**config.mk**
```make
export PLATFORM = sky130hd
export DESIGN_NAME = uart_axi_cmd_sequencer
export DESIGN_NICKNAME = d
export VERILOG_FILES = /design/src/rtl/uart_axi_cmd_sequencer.sv
export SDC_FILE = /design/constraint.sdc
export NUM_CORES = 1
export LEC_CHECK = 0
export CORE_AREA = 2 2 296 298
export CTS_BUF_LIST = sky130_fd_sc_hd__clkbuf_4
export CTS_CLUSTER_DIAMETER = 200
export DETAILED_ROUTE_END_ITERATION = 10
export DIE_AREA = 0 0 298 300
export PLACE_DENSITY = 0.57
export SETUP_SLACK_MARGIN = 0.05
export SLEW_MARGIN = 30
export SYNTH_ARGS = -nofsm -noshare
export SYNTH_HDL_FRONTEND = slang
export SYNTH_SLANG_ARGS = --single-unit
export TNS_END_PERCENT = 30
```
**constraint.sdc**
```tcl
create_clock -name clk -period 5.6 [get_ports clk]
set_input_delay 1.12 -clock clk [delete_from_list [all_inputs] [get_ports clk]]
set_output_delay 1.12 -clock clk [all_outputs]
set_load 0.01 [all_outputs]
```
**src/rtl/uart_axi_cmd_sequencer.sv**
```systemverilog
// Executes one parsed UART host frame as LEN+1 single-beat AXI4-Lite transfers.
// Define UART_AXI_SEQ_TIMEOUT_EN to abort stalled AXI handshakes after AXI_TIMEOUT_CLOCKS.
module uart_axi_cmd_sequencer #(
    parameter int AXI_TIMEOUT_CLOCKS = 4096
) (
    input  logic        clk,
    input  logic        rst,
    input  logic [7:0]  cmd,
    input  logic [31:0] addr,
    input  logic [7:0]  data_in [64],
    input  logic        frame_valid,
    input  logic        frame_error,
    input  logic [7:0]  error_status,
    output logic        frame_consumed,
    output logic [31:0] awaddr,
    output logic        awvalid,
    input  logic        awready,
    output logic [31:0] wdata,
    output logic [3:0]  wstrb,
    output logic        wvalid,
    input  logic        wready,
    input  logic [1:0]  bresp,
    input  logic        bvalid,
    output logic        bready,
    output logic [31:0] araddr,
    output logic        arvalid,
    input  logic        arready,
    input  logic [31:0] rdata,
    input  logic [1:0]  rresp,
    input  logic        rvalid,
    output logic        rready,
    output logic [31:0] rd_data,
    output logic        rd_data_valid,
    output logic        resp_valid,
    input  logic        resp_ready,
    output logic [7:0]  resp_status,
    output logic [7:0]  resp_cmd,
    output logic [4:0]  resp_beats,
    output logic        busy
);

    localparam logic [7:0] ST_OK      = 8'h00;
    localparam logic [7:0] ST_SIZE    = 8'h02;
    localparam logic [7:0] ST_ALIGN   = 8'h03;
    localparam logic [7:0] ST_TIMEOUT = 8'h04;
    localparam logic [7:0] ST_SLVERR  = 8'h05;

    typedef enum logic [2:0] {
        IDLE, CHECK, WR_ADDR, WR_RESP, RD_ADDR, RD_DATA, RESP, CONSUME
    } state_t;

    state_t      state, state_n;
    logic [31:0] beat_addr;
    logic [5:0]  byte_idx;
    logic        aw_done, w_done;
    logic        aw_fire, w_fire;
    logic [2:0]  beat_bytes;
    logic [7:0]  check_status;
    logic        last_beat;
    logic        wr_ok, rd_ok, beat_ok, beat_err;
    logic        tmo_hit;
    logic [1:0]  lane;

    // resp_cmd doubles as the latched command for the whole frame
    assign last_beat = (resp_beats[3:0] == resp_cmd[3:0]);

    assign awaddr         = beat_addr;
    assign araddr         = beat_addr;
    assign awvalid        = (state == WR_ADDR) && !aw_done;
    assign wvalid         = (state == WR_ADDR) && !w_done;
    assign bready         = (state == WR_RESP);
    assign arvalid        = (state == RD_ADDR);
    assign rready         = (state == RD_DATA);
    assign resp_valid     = (state == RESP);
    assign frame_consumed = (state == CONSUME);
    assign busy           = (state != IDLE);

    assign aw_fire  = awvalid && awready;
    assign w_fire   = wvalid && wready;
    assign wr_ok    = (state == WR_RESP) && bvalid && (bresp == 2'b00);
    assign rd_ok    = (state == RD_DATA) && rvalid && (rresp == 2'b00);
    assign beat_ok  = wr_ok || rd_ok;
    assign beat_err = ((state == WR_RESP) && bvalid && (bresp != 2'b00)) ||
                      ((state == RD_DATA) && rvalid && (rresp != 2'b00));

    always_comb begin
        beat_bytes = 3'd1;
        case (resp_cmd[5:4])
            2'b01:   beat_bytes = 3'd2;
            2'b10:   beat_bytes = 3'd4;
            default: beat_bytes = 3'd1;
        endcase
    end

    always_comb begin
        check_status = ST_OK;
        case (resp_cmd[5:4])
            2'b11:   check_status = ST_SIZE;
            2'b10:   if (beat_addr[1:0] != 2'b00) check_status = ST_ALIGN;
            2'b01:   if (beat_addr[0]) check_status = ST_ALIGN;
            default: check_status = ST_OK;
        endcase
    end

    // Beat bytes land in the byte lanes selected by the low address bits
    always_comb begin
        wdata = '0;
        wstrb = '0;
        lane  = '0;
        for (int j = 0; j < 4; j++) begin
            if (j < int'(beat_bytes)) begin
                lane = beat_addr[1:0] + 2'(j);
                wdata[{lane, 3'b000} +: 8] = data_in[byte_idx + 6'(j)];
                wstrb[lane] = 1'b1;
            end
        end
    end

`ifdef UART_AXI_SEQ_TIMEOUT_EN
    localparam int TMO_W = $clog2(AXI_TIMEOUT_CLOCKS + 1);
    logic [TMO_W-1:0] tmo_cnt;
    logic             axi_wait;

    assign axi_wait = (state == WR_ADDR) || (state == WR_RESP) ||
                      (state == RD_ADDR) || (state == RD_DATA);
    assign tmo_hit  = axi_wait && (tmo_cnt == TMO_W'(AXI_TIMEOUT_CLOCKS - 1));

    always_ff @(posedge clk) begin
        if (rst || (state_n != state) || !axi_wait) begin
            tmo_cnt <= '0;
        end else begin
            tmo_cnt <= tmo_cnt + 1'b1;
        end
    end
`else
    logic unused_timeout_cfg;
    assign unused_timeout_cfg = ^AXI_TIMEOUT_CLOCKS;
    assign tmo_hit = 1'b0;
`endif

    always_ff @(posedge clk) begin
        if (rst) begin
            state <= IDLE;
        end else begin
            state <= state_n;
        end
    end

    always_comb begin
        state_n = state;
        case (state)
            IDLE: begin
                if (frame_error) begin
                    state_n = RESP;
                end else if (frame_valid) begin
                    state_n = CHECK;
                end
            end
            CHECK: begin
                if (check_status != ST_OK) begin
                    state_n = RESP;
                end else if (resp_cmd[7]) begin
                    state_n = RD_ADDR;
                end else begin
                    state_n = WR_ADDR;
                end
            end
            WR_ADDR: if ((aw_done || aw_fire) && (w_done || w_fire)) state_n = WR_RESP;
            WR_RESP: if (bvalid) state_n = (beat_err || last_beat) ? RESP : WR_ADDR;
            RD_ADDR: if (arready) state_n = RD_DATA;
            RD_DATA: if (rvalid) state_n = (beat_err || last_beat) ? RESP : RD_ADDR;
            RESP:    if (resp_ready) state_n = CONSUME;
            CONSUME: state_n = IDLE;
            default: state_n = IDLE;
        endcase
        if (tmo_hit) begin
            state_n = RESP;
        end
    end

    always_ff @(posedge clk) begin
        if (rst) begin
            beat_addr     <= '0;
            byte_idx      <= '0;
            aw_done       <= 1'b0;
            w_done        <= 1'b0;
            rd_data       <= '0;
            rd_data_valid <= 1'b0;
            resp_status   <= '0;
            resp_cmd      <= '0;
            resp_beats    <= '0;
        end else begin
            rd_data_valid <= rd_ok;
            if (rd_ok) begin
                rd_data <= rdata;
            end
            case (state)
                IDLE: begin
                    if (frame_error) begin
                        resp_status <= (error_status == 8'h00) ? ST_TIMEOUT : error_status;
                        resp_cmd    <= cmd;
                        resp_beats  <= '0;
                    end else if (frame_valid) begin
                        resp_cmd    <= cmd;
                        beat_addr   <= addr;
                        byte_idx    <= '0;
                        resp_beats  <= '0;
                    end
                end
                CHECK: begin
                    aw_done <= 1'b0;
                    w_done  <= 1'b0;
                    if (check_status != ST_OK) begin
                        resp_status <= check_status;
                    end
                end
                WR_ADDR: begin
                    if (aw_fire) aw_done <= 1'b1;
                    if (w_fire) w_done <= 1'b1;
                end
                default: ;
            endcase
            // A completed beat moves the address and payload pointer to the next one
            if (beat_ok) begin
                resp_beats <= resp_beats + 5'd1;
                beat_addr  <= resp_cmd[6] ? beat_addr + 32'(beat_bytes) : beat_addr;
                byte_idx   <= byte_idx + 6'(beat_bytes);
                aw_done    <= 1'b0;
                w_done     <= 1'b0;
                if (last_beat) begin
                    resp_status <= ST_OK;
                end
            end
            if (beat_err) begin
                resp_status <= ST_SLVERR;
            end
            if (tmo_hit) begin
                resp_status <= ST_TIMEOUT;
            end
        end
    end

endmodule

```
==> impl_results.md <==
* Area growth syn-to-layout at 43.0%
* Global Route Usage Sum at 0.296
* Final period util at 0.985
* Top cell by count, worst path: buf_4
* Fin. max-slew vios at 0
* Final setup fails at 0
* Area fraction in compound gates after synthesis at 0.139
* Worst-Margin Slew at 0.877 ns
* Post-synthesis mux area share at 0.541
* Rows at 108
* Number of fill cells in the layout at 8,592
* Leakage at 10.8 nW
* Fmax at 181 MHz
* Worst path slowest cell: clkdlybuf4s50_1
* Slew headroom at 0.411
* Antenna violations before repair at 52
* Synthesized area per cell at 10.3 µm²
* GP Congestion at 0.971
* 1st-iter DRT viols at 2,934
* Die Y at 300 µm
* Min Tclk post-route at 5.51 ns
* Yosys top cell by area: mux4_2
* Netlist Area Pre-Place at 0.0236 mm²
* Synth Area in Simple Gates at 0.143
* FF+latch area at 0.00196 mm²
* Pre-CTS setup slack at -0.122 ns
* Top post-synthesis cells by area: mux4_2, dfxtp_1, nand2_1
* Core footprint at 0.0862 mm²
* RSZ-0062 raised after global routing: yes
* Crit Path Max Fanout at 18
* Largest net degree at the start of global routing at 78
* Syn Nets at 2,935
* Reg clk slew, reported paths at 0.18 ns
* GRT overflow at 0
* Number of synthesized flops with an enable pin at 0
* PD cells at 134 mW/mm²
* Worst Setup End Kind: output port
* Drt wl/cell at 33.2 µm
* Final Skew at 0.0225 ns
* Main flop type after synthesis: dfxtp_1
* Post-DP HPWL at 108,000 µm
* Insertion delay to the later sink of the worst-skew pair at 0.53 ns
* #FFs+latches synth at 97
* Starting Density at 0.274
* Post-synthesis xor/xnor area fraction at 0.00953
* CTS tree: built
* Number of global-route vias before repair at 25,419
* Sink Count at 97
* Synth top area share at 0.485
* Fraction of layout cells with a size suffix above 1 at 0.261
* Min-delay worst type: reg -> reg
* Multi-input gate area at 0.0204 mm²
* Inserted Clock Buffers at 9
* Top-Level Pins at 768
* Die area at 0.0894 mm²
* Max-cap viol count at 0
* Net count, final at 3,628
* Crit-path cells: buf_4 > inv_1 > buf_4 > or3_1 > nand2_1 > nand2_1 > o22ai_1 > nor3_1 > buf_4 > a21oi_1 > a22o_1 > clkdlybuf4s50_1
* Finished Layout Cells at 4,186
* Placed cell count at 4,102
* DR pass1 iterations at 5
* Routed WL at 139,000 µm
* DIE WIDTH at 298 µm
* Synth cell count leaders: mux4_2, nand2_1, a21oi_1, nor2_1, mux2i_1
* Crit start category: flop
* Distinct cells, synth at 73
* Vias per std cell at 6.33
* Port Buffers at 767
* Yosys warns at 0
* Residual DRC count at 0
* Fin. Hold Viols at 0
* Routed Antenna Nets at 0
* First-pass GRT wire length at 193,000 µm
* Status: finished clean
* Crit Path Class: reg -> out
* Sequential-to-total area share from yosys stat at 0.0821
* Post-synth ARST share at 0
* CTS max path bufs at 2
* Final WS setup at 0.0859 ns
* Main combinational cell family by area after synthesis: multiplexers
* Largest stage delay, worst path at 0.60 ns
* Peak supply drop at 0.122 mV
* Adder-Cell Fraction of Synth Area at 0.0144
* Detailed-route via count at 26,513
* Htree depth at 3
* Hold WS at 0.466 ns
* Mapped Cells at 2,303
* Clock Tree Root: clkbuf_4
* Critical path arrival at 4.39 ns
* Most numerous cell in the Yosys netlist: mux4_2
* WP data required at 4.48 ns
[per-stage QoR]
step | cell area, µm² | utilization | TNS (ns) | power (W)
after global placement | 32800 | 0.380 | -0.380 | 0.00406
after global routing | 33800 | 0.392 | 0 | 0.00477
after floorplan | 23600 | - | 0 | 0.00248
after CTS | 33300 | 0.387 | -0.0133 | 0.00449
final | 33800 | 0.392 | 0 | 0.00452
after detailed placement | 32800 | 0.381 | -0.412 | 0.00407
[registers in the layout, indices dropped and copies added (netlist names)]
signal,flops
araddr,32
rd_data,32
resp_cmd,8
resp_status,8
byte_idx,6
resp_beats,5
state,3
aw_done,1
rd_data_valid,1
w_done,1
[timing repair]
| item | CTS | global route |
|---|---|---|
| gates resized for setup | 23 | 21 |
| endpoints found under the setup margin | 31 | 27 |
| pin swaps | 4 | 2 |
| cloned | 5 | 6 |
| buffers inserted | 7 | 20 |
| hold buffers | 0 | 0 |
[power breakdown]
| group | internal [W] | switching (W) | total (W) |
|---|---|---|---|
| combinational | 0.00166 | 0.00155 | 0.00321 |
| clock | 0.000100 | 0.000292 | 0.000392 |
| sequential | 0.000779 | 0.000143 | 0.000923 |
| total | 0.00254 | 0.00198 | 0.00452 |
[metal layers]
layer	up-vias	GRT usage	share of wire
met1	13274	0.360	0.36
met2	2001	0.498	0.48
met4	38	0.118	0.046
met3	323	0.0804	0.11
met5	-	0	0.0019
li1	10877	-	-
[final cells by class]
| type | instances | area share |
|---|---|---|
| multi-input cells | 1914 | 0.604 |
| diodes | 30 | 0.00222 |
| well taps | 1155 | 0.0428 |
| flip-flops and latches | 97 | 0.0579 |
| repair buffers | 952 | 0.287 |
| inverters | 22 | 0.00252 |
| clock buffers | 9 | 0.00200 |
| clock inverters | 7 | 0.00193 |
[worst max-delay path: cells and delay by family, from the launching register on]
family / cells / cell delay (ns)
compound gates: 3 / 0.65
buf+inv: 5 / 1.49
flops: 1 / 0.53
simple gates: 4 / 1.17
[cells by family after synthesis]
logic type | count (synthesis)
buf+inv | 292
fa+ha+maj | 26
simple gates | 747
xor+xnor | 24
flops | 97
mux | 628
compound gates | 489
[worst paths after layout]
| kind | start | to | slack [ns] | cells past startpoint |
|---|---|---|---|---|
| max | byte_idx[4] | wdata[21] | 0.09 | 12 |
| min reg2reg | rd_data[13] | rd_data[13] | 0.47 | 2 |
| max reg2reg | resp_cmd[5] | araddr[30] | 1.70 | 14 |
| min | rd_data[13] | rd_data[13] | 0.47 | 2 |
[placed cells by master (no fill, tap or decap), drive strengths merged, types with 12 or more instances in the layout]
master,Yosys,final
a211oi,68,68
a21o,15,15
a21oi,137,137
a221oi,12,12
a22o,19,19
a22oi,14,14
a311oi,14,14
a31oi,44,44
and2,42,42
and3,31,31
buf,178,178
clkbuf,92,15
clkdlybuf4s50,0,762
dfxtp,97,97
diode,0,30
ha,24,24
inv,21,25
mux2i,103,103
mux4,517,517
nand2,367,367
nand3,65,65
nand4,24,24
nor2,110,110
nor2b,16,16
nor3,38,38
o21ai,56,56
o221ai,25,25
o22ai,18,18
xnor2,13,13
No activity file was read; power rests on OpenSTA's default activity.
